`config.mk`:
```
export PLATFORM = sky130hd
export DESIGN_NAME = serial_adder
export DESIGN_NICKNAME = d
export VERILOG_FILES = /design/src/rtl/serial_adder_pkg.sv /design/src/rtl/full_adder_cell.sv /design/src/rtl/serial_adder.sv
export SDC_FILE = /design/constraint.sdc
export NUM_CORES = 1
export LEC_CHECK = 0
export CORE_MARGIN = 2
export CORE_UTILIZATION = 49
export CTS_BUF_LIST = sky130_fd_sc_hd__clkbuf_16
export DETAILED_ROUTE_END_ITERATION = 8
export MAX_ROUTING_LAYER = met4
export PLACE_DENSITY = 0.75
export RECOVER_POWER = 25
export SLEW_MARGIN = 20
export SYNTH_ARGS = -nofsm -noshare
export SYNTH_HDL_FRONTEND = slang
export SYNTH_SLANG_ARGS = --single-unit
```
`constraint.sdc`:
```
create_clock -name clk -period 1.9 [get_ports clk]
set_input_delay 0.38 -clock clk [delete_from_list [all_inputs] [get_ports clk]]
set_output_delay 0.38 -clock clk [all_outputs]
set_load 0.05 [all_outputs]
```
`src/rtl/serial_adder_pkg.sv`:
```
// Shared types and limits for the bit-serial adder.
package serial_adder_pkg;

    typedef enum logic [1:0] {
        IDLE = 2'd0,
        RUN  = 2'd1,
        DONE = 2'd2
    } state_t;

    localparam int unsigned WIDTH_MIN = 2;
    localparam int unsigned WIDTH_MAX = 64;

endpackage

```
`src/rtl/full_adder_cell.sv`:
```
// Single-bit combinational full adder used by the serial datapath.
module full_adder_cell (
    input  logic x,
    input  logic y,
    input  logic cin,
    output logic s,
    output logic co
);

    assign s  = x ^ y ^ cin;
    assign co = (x & y) | (cin & (x ^ y));

endmodule

```
`src/rtl/serial_adder.sv`:
```
// Bit-serial WIDTH-bit adder, LSB first, one bit per clock.
// Define SERIAL_ADDER_SUB_EN to add the sub port (a - b via a + ~b + 1).
module serial_adder
    import serial_adder_pkg::*;
#(
    parameter int unsigned WIDTH = 8
) (
    input  logic             clk,
    input  logic             rst_n,
    input  logic             in_valid,
    output logic             in_ready,
    input  logic [WIDTH-1:0] a,
    input  logic [WIDTH-1:0] b,
`ifdef SERIAL_ADDER_SUB_EN
    input  logic             sub,
`endif
    output logic             out_valid,
    input  logic             out_ready,
    output logic [WIDTH-1:0] sum,
    output logic             cout
);

    localparam int unsigned CW = $clog2(WIDTH);
    localparam logic [CW-1:0] LAST = CW'(WIDTH - 1);

    if (WIDTH < WIDTH_MIN || WIDTH > WIDTH_MAX) begin : g_width_check
        $error("serial_adder: WIDTH out of range");
    end

    state_t           state;
    logic [WIDTH-1:0] a_sh;
    logic [WIDTH-1:0] b_sh;
    logic [WIDTH-1:0] sum_sh;
    logic [WIDTH-1:0] sum_next;
    logic [CW-1:0]    cnt;
    logic             carry_q;
    logic             sub_q;
    logic             start_sub;
    logic             cell_s;
    logic             cell_co;

`ifdef SERIAL_ADDER_SUB_EN
    assign start_sub = sub;
`else
    assign start_sub = 1'b0;
`endif

    full_adder_cell u_cell (
        .x   (a_sh[0]),
        .y   (b_sh[0] ^ sub_q),
        .cin (carry_q),
        .s   (cell_s),
        .co  (cell_co)
    );

    // New sum bit enters at the MSB; after WIDTH shifts bit 0 sits at the LSB.
    assign sum_next = {cell_s, {(WIDTH-1){1'b0}}} | (sum_sh >> 1);

    assign in_ready  = (state == IDLE);
    assign out_valid = (state == DONE);

    always_ff @(posedge clk or negedge rst_n) begin
        if (!rst_n) begin
            state   <= IDLE;
            a_sh    <= '0;
            b_sh    <= '0;
            sum_sh  <= '0;
            cnt     <= '0;
            carry_q <= 1'b0;
            sub_q   <= 1'b0;
            sum     <= '0;
            cout    <= 1'b0;
        end else begin
            case (state)
                IDLE: begin
                    if (in_valid) begin
                        a_sh    <= a;
                        b_sh    <= b;
                        cnt     <= '0;
                        carry_q <= start_sub;
                        sub_q   <= start_sub;
                        state   <= RUN;
                    end
                end
                RUN: begin
                    a_sh    <= a_sh >> 1;
                    b_sh    <= b_sh >> 1;
                    sum_sh  <= sum_next;
                    carry_q <= cell_co;
                    cnt     <= cnt + 1'b1;
                    if (cnt == LAST) begin
                        sum   <= sum_next;
                        cout  <= cell_co;
                        state <= DONE;
                    end
                end
                DONE: begin
                    if (out_ready) begin
                        state <= IDLE;
                    end
                end
                default: state <= IDLE;
            endcase
        end
    end

endmodule

```
==> metrics.md <==
| Metric | Value |
|---|---|
| ANT cells | `0` |
| Worst Hold Slack | `0.313 ns` |
| Critical path arrival | `1.44 ns` |
| Fin. Hold Viols | `0` |
| I/O pin cnt | `31` |
| Worst path setup slack after routing | `between 0.08 and 0.09 ns` |
| Slew margin rel. | `between 30% and 40%` |
| Total gr overflow | `0` |
| Fmax | `approximately 550 MHz` |
| RSZ-0062 raised after global routing | `no` |
| Wire length on met1 | `1410 um` |
| DR vias | `1165` |
| Routed length per instance | `15.8 um` |
| Met3 WL post-DR | `around 160 um` |
| Outcome | `finished clean` |
| First-pass GRT wire length | `between 5000 and 6000 um` |
| Clock network power share | `19.5%` |
| Die area | `4030 um2` |
| Critical path's top delay family | `buffers and inverters` |
| Reg power frac | `37.1%` |
| Synthesized flop and latch total | `38` |
| Pwr dens | `about 1800 nW/um2` |
| CP max stage delay | `roughly 0.8 ns` |
| Skew final | `roughly 0.0016 ns` |
| Met2 Wirelength | `1670 um` |
| Final Setup Violations | `0` |
| First drt pass iteration count | `4` |
| Vias in the first global route | `1199` |
| Slew Limit Fails | `0` |
| Worst hold path type | `primary input to async pin` |
| Synth cell count leaders | `38 x dfrtp_1, 16 x mux2_2, 8 x o221a_2, 8 x or4b_1, 7 x inv_1` |
| Worst-path fanout max | `2` |
| Fin crit share | `95.7%` |
| CP Data Required Time | `1.52 ns` |
| Layout cell share with drive strength beyond 1 | `28.8%` |
| DRC | `0` |
| Layout net count | `185` |
| Syn Nets | `151` |
| WP buf/inv | `1` |
| CP cell instances | `clkdlybuf4s50_1` |
| Peak VDD IR | `~0.8 mV` |
| P_sw | `between 1 and 1.5 mW` |
| H-tree depth | `2` |
| Syn Inst Count | `128` |
| Fillers | `291` |
| Clk_lat worst skew | `0.27 ns` |
| Largest net degree at the start of global routing | `39` |
| R2r setup slk | `about 0.32 ns` |
| Actual slew at the worst max-slew pin | `0.907 ns` |
| Share of the synthesized area in the top cell type | `54.8%` |
| Top FF cell, synth | `dfrtp_1` |
| Combinational power share | `43.4%` |
| Crit path from | `sum[5]$_DFFE_PN0P_` |
| Initial antenna violation count | `0` |
| Setup bufs post-CTS | `0` |
| FF-to-FF Start | `state[0]$_DFFE_PN0P_` |
| Fin crit period | `1.82 ns` |
| Layout area overhead | `28.8%` |
| Initial core utilization | `51.6%` |
| Root Driver | `clkbuf_16` |
| Levels on crit path | `1` |
| P_int | `between 2 and 3 mW` |
| GRT Total Usage | `19.2%` |
| Chip height | `63.5 um` |
| Mapped cell area | `around 1700 um2` |
| Top sig layer | `met4` |
| Die W | `roughly 63 um` |
| Pwr Total | `3.95 mW` |
| Clock-pin transition on the worst setup and hold timing paths | `approximately 0.050 ns` |
| Count leader, synth | `dfrtp_1` |
| DP HPWL | `2370 um` |
| 1st-iter DRT viols | `45` |
| Leakage | `0.980 nW` |
| Setup WS pre-CTS | `0.0574 ns` |
| Area leader, netlist | `dfrtp_1` |
| R2r endpoint | `a_sh[5]$_DFFE_PN0P_` |
| Port bufs | `30` |
| Post-synth EDFFs | `0` |
| Clock buffer count from CTS | `5` |
| Final ANT Viol Nets | `0` |
| R2R depth | `3` |
| Setup total negative slack | `0 ns` |
| GP Congestion | `0.754` |
| Row Count | `21` |
| Core area | `3360 um2` |
| Worst Setup Start Kind | `register` |
| Slowest stage cell on the critical path | `clkdlybuf4s50_1` |
| Hold Buf Count CTS | `0` |
| CTS max path bufs | `2` |
| WS Path Type | `register to output port` |
| YS warnings | `0` |
| CTS tree | `yes` |
| PostCTS Resize Cnt | `0` |
| FFs w/ async S/R, synth | `100%` |
| Top post-synthesis cells by area | `dfrtp_1 55%, mux2_2 10%, o221a_2 5.2%` |
| CP endpoint kind | `output port` |
| Routed WL | `3300 um` |
| Vias per Instance | `5.57` |
| TritonCTS Sinks | `38` |
| Final core occ | `66.4%` |
| Post-synthesis sequential area ratio | `54.8%` |
| Synth Area per Inst | `13.5 um2` |
| Max_cap viols | `0` |
| Distinct cells, synth | `30` |
| Worst Setup EP | `sum[5]` |
| Switch share | `36.2%` |
==> cells by family after synthesis <==
family,count (synthesis),synth area share [%]
fa+ha+maj,3,2.60
compound gates,23,12.4
simple gates,29,13.8
buf+inv,18,5.41
flops,38,54.8
mux,17,11.0
==> routing by layer <==
| layer | global-route usage [%] | vias up |
|---|---|---|
| met2 | 30.4 | 26 |
| met3 | 5.36 | 6 |
| met1 | 22.9 | 580 |
| li1 | - | 553 |
| met4 | 8.70 | 0 |
| met5 | - | - |
==> worst min path at each step <==
stage,to,cells past startpoint
floorplan,a_sh[0]$_DFFE_PN0P_,0
finish,a_sh[4]$_DFFE_PN0P_,2
CTS,b_sh[0]$_DFFE_PN0P_,2
detailed placement,a_sh[3]$_DFFE_PN0P_,2
global placement,a_sh[4]$_DFFE_PN0P_,2
global route,a_sh[6]$_DFFE_PN0P_,2
==> power groups by stage <==
stage / Clock, mW / Sequential (mW) / Combinational, mW
detailed placement: 0 / 1.48 / 1.73
global placement: 0 / 1.46 / 1.66
floorplan: 0 / 1.70 / 0.982
global route: 0.829 / 1.52 / 1.85
finish: 0.770 / 1.47 / 1.71
CTS: 0.789 / 1.47 / 1.73
==> final cells by class <==
cell class / instances / area, um2 / share of cell area (%)
multi-input combinational: 72 / 689 / 30.9
timing repair buffer: 38 / 368 / 16.5
sequential: 38 / 951 / 42.6
inverter: 7 / 26.3 / 1.18
clock inverter: 3 / 16.3 / 0.728
clock buffer: 5 / 125 / 5.60
tap: 46 / 57.6 / 2.58
==> state kept, by name, indices dropped and copies added, names as in the netlist <==
name / flops
sum: 8
sum_sh: 7
b_sh: 8
carry_q: 1
cout: 1
cnt: 3
a_sh: 8
state: 2
==> layout by cell type (no fill, tap or decap), types with 2 or more instances in the layout <==
cell,instances
a211oi_1,4
buf_12,2
clkbuf_16,5
nand2b_1,3
buf_4,9
nor4b_1,4
mux2_2,16
a222oi_1,2
clkdlybuf4s50_1,25
a22o_1,3
nor3b_1,6
o221a_2,8
inv_1,7
or4b_1,8
a211o_1,2
nor2b_1,3
dfrtp_1,38
ha_1,2
==> stage by stage <==
| stage | area (um2) | std cells |
|---|---|---|
| 3_5_place_dp | 2090 | 201 |
| 4_1_cts | 2240 | 209 |
| 5_1_grt | 2230 | 209 |
| 2_1_floorplan | 1730 | 128 |
| 6_report | 2230 | 209 |
| 3_3_place_gp | 2090 | 201 |
Note: power is estimated with default switching activity, not from simulation.
